### src/rtl/playground_out_arbiter_if.sv
// Shared output-bus bundle between the demo sub-blocks and the output arbiter.
// master: requester side (drives requests and data, observes grant/output).
// slave:  arbiter side (observes requests and data, drives grant/output).
interface playground_out_arbiter_if #(
  parameter int unsigned N_REQ = 4
);
  logic [N_REQ-1:0]   req;
  logic [8*N_REQ-1:0] req_data;
  logic [N_REQ-1:0]   grant;
  logic [1:0]         owner;
  logic [7:0]         out_data;
  logic               out_valid;

  modport master (
    output req, req_data,
    input  grant, owner, out_data, out_valid
  );

  modport slave (
    input  req, req_data,
    output grant, owner, out_data, out_valid
  );
endinterface

### src/rtl/playground_out_arbiter.sv
// Round-robin arbiter sharing the 8-bit uo_out bus between up to four demo
// sub-blocks. Each owner holds the bus for a bounded time slice (unless
// locked), and a blanking gap separates consecutive owners.
module playground_out_arbiter #(
  parameter int unsigned N_REQ        = 4,
  parameter int unsigned SLICE_CYCLES = 16,
  parameter int unsigned GAP_CYCLES   = 2
) (
  input  logic                    clk,
  input  logic                    rst_n,
  input  logic                    ena,
  input  logic                    lock,
  playground_out_arbiter_if.slave bus
);

  localparam int unsigned SLICE_W = (SLICE_CYCLES > 1) ? $clog2(SLICE_CYCLES) : 1;
  localparam int unsigned GAP_W   = (GAP_CYCLES > 1) ? $clog2(GAP_CYCLES) : 1;
  localparam logic [SLICE_W-1:0] SLICE_MAX = SLICE_W'(SLICE_CYCLES - 1);
  localparam logic [GAP_W-1:0]   GAP_MAX   = GAP_W'(GAP_CYCLES - 1);
  localparam logic [N_REQ-1:0]   GRANT_ONE = N_REQ'(1);

  typedef enum logic [1:0] {
    IDLE,
    OWN,
    GAP
  } state_t;

  state_t             state;
  logic [N_REQ-1:0]   grant_q;
  logic [1:0]         owner_q;
  logic [1:0]         last_q;
  logic [7:0]         data_q;
  logic               valid_q;
  logic [SLICE_W-1:0] slice_cnt;
  logic [GAP_W-1:0]   gap_cnt;

  logic       sel_found;
  logic [1:0] sel_idx;
  logic [1:0] cand;
  logic [7:0] owner_data;
  logic       owner_req;
  logic       others_req;
  logic       slice_exp;

  // Round-robin search starting just after the last owner.
  always_comb begin
    sel_found = 1'b0;
    sel_idx   = last_q;
    cand      = last_q;
    for (int unsigned off = 1; off <= N_REQ; off++) begin
      cand = 2'((32'(last_q) + off) % N_REQ);
      if (!sel_found && bus.req[cand]) begin
        sel_found = 1'b1;
        sel_idx   = cand;
      end
    end
  end

  // Current owner's data and release conditions.
  always_comb begin
    owner_data = '0;
    for (int unsigned i = 0; i < N_REQ; i++) begin
      if (owner_q == 2'(i)) begin
        owner_data = bus.req_data[8*i +: 8];
      end
    end
    owner_req  = bus.req[owner_q];
    others_req = |(bus.req & ~grant_q);
    slice_exp  = (slice_cnt == SLICE_MAX);
  end

  // Arbitration FSM with registered grant, owner and output data.
  always_ff @(posedge clk or negedge rst_n) begin
    if (!rst_n) begin
      state     <= IDLE;
      grant_q   <= '0;
      owner_q   <= '0;
      last_q    <= 2'(N_REQ - 1);
      data_q    <= '0;
      valid_q   <= 1'b0;
      slice_cnt <= '0;
      gap_cnt   <= '0;
    end else if (!ena) begin
      state     <= IDLE;
      grant_q   <= '0;
      data_q    <= '0;
      valid_q   <= 1'b0;
      slice_cnt <= '0;
      gap_cnt   <= '0;
    end else begin
      case (state)
        IDLE: begin
          grant_q <= '0;
          valid_q <= 1'b0;
          gap_cnt <= '0;
          if (sel_found) begin
            grant_q   <= GRANT_ONE << sel_idx;
            owner_q   <= sel_idx;
            last_q    <= sel_idx;
            slice_cnt <= '0;
            state     <= OWN;
          end
        end
        OWN: begin
          // The release edge still forwards data, so valid lasts a full slice.
          data_q  <= owner_data;
          valid_q <= 1'b1;
          if (!owner_req || (slice_exp && !lock && others_req)) begin
            grant_q   <= '0;
            slice_cnt <= '0;
            gap_cnt   <= '0;
            state     <= GAP;
          end else if (slice_exp) begin
            if (!lock) begin
              slice_cnt <= '0;
            end
          end else begin
            slice_cnt <= slice_cnt + 1'b1;
          end
        end
        GAP: begin
          grant_q <= '0;
          valid_q <= 1'b0;
          if (gap_cnt == GAP_MAX) begin
            gap_cnt <= '0;
            state   <= IDLE;
          end else begin
            gap_cnt <= gap_cnt + 1'b1;
          end
        end
        default: begin
          grant_q <= '0;
          valid_q <= 1'b0;
          state   <= IDLE;
        end
      endcase
    end
  end

  assign bus.grant     = grant_q;
  assign bus.owner     = owner_q;
  assign bus.out_data  = data_q;
  assign bus.out_valid = valid_q;

endmodule

### src/flat_wrapper.sv
// flat-port wrapper written by rule: the top's interface ports become plain ports
module playground_out_arbiter_flat 
#(
  parameter int unsigned N_REQ        = 4,
  parameter int unsigned SLICE_CYCLES = 16,
  parameter int unsigned GAP_CYCLES   = 2
)
  (clk, rst_n, ena, lock, bus_req, bus_req_data, bus_grant, bus_owner, bus_out_data, bus_out_valid);
  playground_out_arbiter_if #(.N_REQ(N_REQ)) bus_i ();
  input  logic clk;
  input  logic rst_n;
  input  logic ena;
  input  logic lock;
  input wire logic [$bits(bus_i.req)-1:0] bus_req;
  input wire logic [$bits(bus_i.req_data)-1:0] bus_req_data;
  output wire logic [$bits(bus_i.grant)-1:0] bus_grant;
  output wire logic [$bits(bus_i.owner)-1:0] bus_owner;
  output wire logic [$bits(bus_i.out_data)-1:0] bus_out_data;
  output wire logic [$bits(bus_i.out_valid)-1:0] bus_out_valid;
  assign bus_i.req = bus_req;
  assign bus_i.req_data = bus_req_data;
  assign bus_grant = bus_i.grant;
  assign bus_owner = bus_i.owner;
  assign bus_out_data = bus_i.out_data;
  assign bus_out_valid = bus_i.out_valid;
  playground_out_arbiter #(.N_REQ(N_REQ), .SLICE_CYCLES(SLICE_CYCLES), .GAP_CYCLES(GAP_CYCLES)) u_core (.clk(clk), .rst_n(rst_n), .ena(ena), .lock(lock), .bus(bus_i));
endmodule
### config.mk
export PLATFORM = sky130hd
export DESIGN_NAME = playground_out_arbiter_flat
export DESIGN_NICKNAME = d
export VERILOG_FILES = /design/src/rtl/playground_out_arbiter_if.sv /design/src/rtl/playground_out_arbiter.sv /design/src/flat_wrapper.sv
export SDC_FILE = /design/constraint.sdc
export NUM_CORES = 1
export LEC_CHECK = 0
export ABC_AREA = 0
export ABC_CLOCK_PERIOD_IN_PS = 1800
export BUFFER_PORTS_ARGS = -buffer_cell sky130_fd_sc_hd__buf_4
export CAP_MARGIN = 0
export CORE_ASPECT_RATIO = 1.25
export CORE_UTILIZATION = 45
export CTS_CLUSTER_DIAMETER = 100
export DETAILED_ROUTE_END_ITERATION = 7
export GPL_TIMING_DRIVEN = 1
export PLACE_DENSITY = 0.79
export SKIP_CTS_REPAIR_TIMING = 1
export SYNTH_ARGS = -nofsm -noshare
export SYNTH_HDL_FRONTEND = slang
export SYNTH_SLANG_ARGS = --single-unit
### constraint.sdc
create_clock -name clk -period 1.8 [get_ports clk]
set_input_delay 0.18 -clock clk [delete_from_list [all_inputs] [get_ports clk]]
set_output_delay 0.18 -clock clk [all_outputs]
set_load 0.01 [all_outputs]
-- Word-level counts from Yosys, hierarchy flattened
Cells that the tools add are included.
- $add $sub $neg: 6
- order comparisons: 5
- eq/ne operators: 13
- shift operators: 1
- muxes and demuxes: 45
- bitwise gates (word level): 2
- reductions and logical operators: 18
- operator list (operator ; number):
    two-way mux 8 bit ; 6
    two-way mux 4 bit ; 8
    two-way mux 2 bit ; 8
    one-hot mux 4 bit (2 select lines) ; 2
    < comparator 2 x 3 -> 1 bit, second input constant ; 5
    two-way mux 1 bit ; 14
    binary-select mux 1 bit (select 2 bit) ; 5
    inequality test 3 x 2 -> 1 bit, second input constant ; 3
    AND reduction 3 bit ; 3
    equality test 2 bit, second input constant ; 3
    one-hot mux 2 bit (3 select lines) ; 1
    logical AND 1 bit ; 5
    logical NOT 1 bit ; 5
    inequality test 5 bit, second input constant ; 1
    adder 2 x 1 -> 2 bit, second input constant ; 2
    adder 2 bit, second input constant ; 2
    adder 4 x 1 -> 4 bit, second input constant ; 1
    AND 4 bit ; 1
    equality test 2 x 1 -> 1 bit, second input constant ; 2
    equality test 4 bit, second input constant ; 1
    logical NOT 2 bit ; 2
    inequality test 4 x 1 -> 1 bit, second input constant ; 1
    NOT 4 bit ; 1
    OR reduction 4 bit ; 1
    other kinds (7) ; 7
- bits in registers: 24
- bits of input ports: 40

-- Depth between registers and ports, before layout
- word-level depth: 17
- mapped depth: 6
- depth with buffers taken out: 5

-- Least setup slack after synthesis
Ideal clock, no wire load.
- kind: register to register
- start: register u_core.slice_cnt[0]
- end: register u_core.slice_cnt[2]
- setup time: 0.126 ns
- data arrival time: 1.549 ns
- data required time: 1.674 ns
- slack: 0.125 ns
- stages on the path, launching flop included: 6
- cells stage by stage: dfrtp_1 > ha_1 > and3_1 > and3_1 > a22o_1 > a221o_1
- cells in the longest elaborated chain, start to end: 7
- elaborated cells on any way between the ends: 11
- ends and longest elaborated chain (element ; line ; source):
    start, declared ; playground_out_arbiter.sv:34 ; logic [SLICE_W-1:0] slice_cnt;
    start signal, assigned ; playground_out_arbiter.sv:118 ; slice_cnt <= slice_cnt + 1'b1;
    branches (longest 7 deep; another with adder 4 x 1 -> 4 bit) ; - ;
Parallel ways; which one is timed is not known.
A chain may end at the register's enable or synchronous reset.

-- Final worst setup path
Ends and elaborated chain as after synthesis.

==> metrics <==
Warnings, synthesis 0; CP delay by family, top compound AO/OA/AOI/OAI gates; Clk Latency, worst-skew pair between 0.3 and 0.4 ns; post-route cell area 2007 um^2; Cell Chain, Critical Path ha_2 -> and3_1 -> and3_1 -> a22o_1 -> a221o_1; Crit path largest cell delay roughly 0.43 ns; Mapped Area roughly 1500 um^2; Final WS setup approximately 0.074 ns; Final Util 66.28%; # diodes 0; DIE HEIGHT 66.12 um; Die ar. between 3000 and 4000 um^2; Reg2Reg Depth 5; vias in the first global route between 1000 and 1500; period utilisation layout between 90% and 100%; cell mode on critical path and3_1; flops & latches, synth 24; drt first-iter violations 53; initial core utilization between 40% and 50%; CP bufs+invs 0; sequential-to-total area share from yosys stat 40.74%; Layout area overhead 35.59%; syn_nets 176; CORE AREA between 3000 and 4000 um^2; slowest stage cell, crit path dfrtp_1; Final Hold Vio Count 0; Post-synth EDFFs 0; status finished clean; worst hold path class in2reg; FMAX between 0.5 and 0.6 GHz; CTS H-tree depth 1; asr flop ratio synth between 90% and 100%; Worst Setup SP u_core.slice_cnt[0]; Setup violations, final 0; Crit Path Max Fanout 4; Setup crit end kind flop; DP Cell Count approximately 220; GR Util All Layers ~24%; Period minus WS final between 1.5 and 2 ns; Hold Startpoint ena; Nets 235; RSZ-0062 raised after global routing no; most numerous cell in the Yosys netlist nand2_1; Post-DP Area 1936 um^2; Syn Inst Count about 140; Post-Layout Cell Count 229; CTS clk-pin slew, worst paths about 0.14 ns; Post-route DRC 0; Power Dens Cells 1334 nW/um^2; Layout Skew just under 0.009 ns; relative slew slack between 60 and 70%; maximum vdd drop approximately 0.97 mV; ranking of synthesized cells by area dfrtp_1, mux4_2, nand2_1, a21boi_1, dfstp_2; first-pass GRT wire length between 6 and 7 mm; Top FF cell, synth dfrtp_1; Critical Path AT slightly below 2 ns; Antenna Violating Nets Remaining 0; Chip Width 53.30 um; Slew @ Worst Pin 0.5563 ns; Crit Path Class reg2reg; Synth top cells by count nand2_1, dfrtp_1, mux4_2; antenna violations before repair 0; Clock Sinks 24; P_leak roughly 0.96 nW; setup TNS 0 ns; cell accounting for the most synthesized area dfrtp_1; vias per inst approximately 5.8; max-cap violations 0; gpl congestion around 0.74; Max Transition Viols Final 0; clk root buf clkbuf_4; Pwr Total roughly 2.7 mW; IO buf count 54; global route overflow 0; Yosys top cell area share between 30 and 40%; DPL Wire Length 2.960 mm; Crit. path cell count 5; CTS tree done; Routed WL ~3.9 mm; Syn Area/Cell around 11 um^2; Routed WL per cell between 15 and 20 um; total I/O pin count 55; drt pass-1 iters 4; cts bufs inserted 3; largest net degree at the start of global routing 25; number of cell rows 22; pre-CTS setup slack roughly 0.052 ns; worst hold stages 3; RR Startpoint u_core.slice_cnt[0]; layout cells sized above 1 roughly 44%; Startpoint Class flop; Unique masters post-synth 46; maximum root-to-sink buffer count 2; total number of vias approximately 1300; required time of the critical path approximately 2 ns; WHS slightly below 0.2 ns
==> layer usage <==
layer | part of all wire, % | GRT usage, %
met1 | 38 | 26.71
met2 | 53 | 43.44
met3 | 4.7 | 2.759
met4 | 3.6 | 14.80
met5 | 0 | 0
==> final timing paths <==
kind / to / slack [ns]
worst max register to register: u_core.slice_cnt[2] / 0.07
worst max-delay path: u_core.slice_cnt[2] / 0.07
min in group asynchronous: u_core.state[0] / 0.29
max in group asynchronous: u_core.last_q[1] / 1.22
worst min-delay path: u_core.slice_cnt[3] / 0.20
worst min register to register: u_core.last_q[1] / 0.54
==> cell type report <==
cell class	count	area, um^2
clock inverter	1	30.03
clock buffer	3	22.52
multi-input combinational	100	827.0
sequential	24	603.1
fill	255	1021
inverter	3	11.26
tap	36	45.04
timing repair buffer	62	467.9
==> layout by cell type (no fill, tap or decap), types with 2 or more instances in the layout <==
master and n:
mux2_4 2, nor3_1 2, a21oi_1 2, nand2_1 24, mux2i_1 3, o2bb2ai_1 3
o21ai_1 2, a22oi_1 2, a21boi_1 8, a32o_1 3, and3_1 2, inv_1 3
nand3_1 2, nor2b_1 2, buf_4 61, nand2b_1 7, a22o_1 2, clkbuf_4 3
nor2_1 4, dfstp_2 2, dfrtp_1 22, mux4_2 9
==> power by group <==
part	leakage (nW)	internal (mW)	switching [mW]
clock network	0.0279	0.225	0.166
logic	0.615	0.758	0.660
registers	0.317	0.723	0.146
==> tightest hold or removal path: stages <==
cell and delay [ns]:
buf_4 0.17, nand2_1 0.07, o2bb2ai_1 0.07
==> flip-flops by register name, indices dropped and copies added, names as in the netlist <==
register,flops
u_core.bus.owner,2
u_core.gap_cnt,1
u_core.slice_cnt,4
u_core.bus.grant,4
u_core.bus.out_data,8
u_core.state,2
u_core.bus.out_valid,1
u_core.last_q,2
==> logic make-up after synthesis <==
kind of cell               count (synthesis)  share of synthesized area [%]
muxes                                     16                          19.27
xor gates and xnor gates                   1                         0.5918
AOI/OAI and AO/OA                         28                          14.79
DFF                                       24                          40.74
and+or+nand+nor                           54                          19.78
buffers and inverters                     11                          3.973
adders and majority gates                  1                         0.8452
No activity file was read; power rests on OpenSTA's default activity.
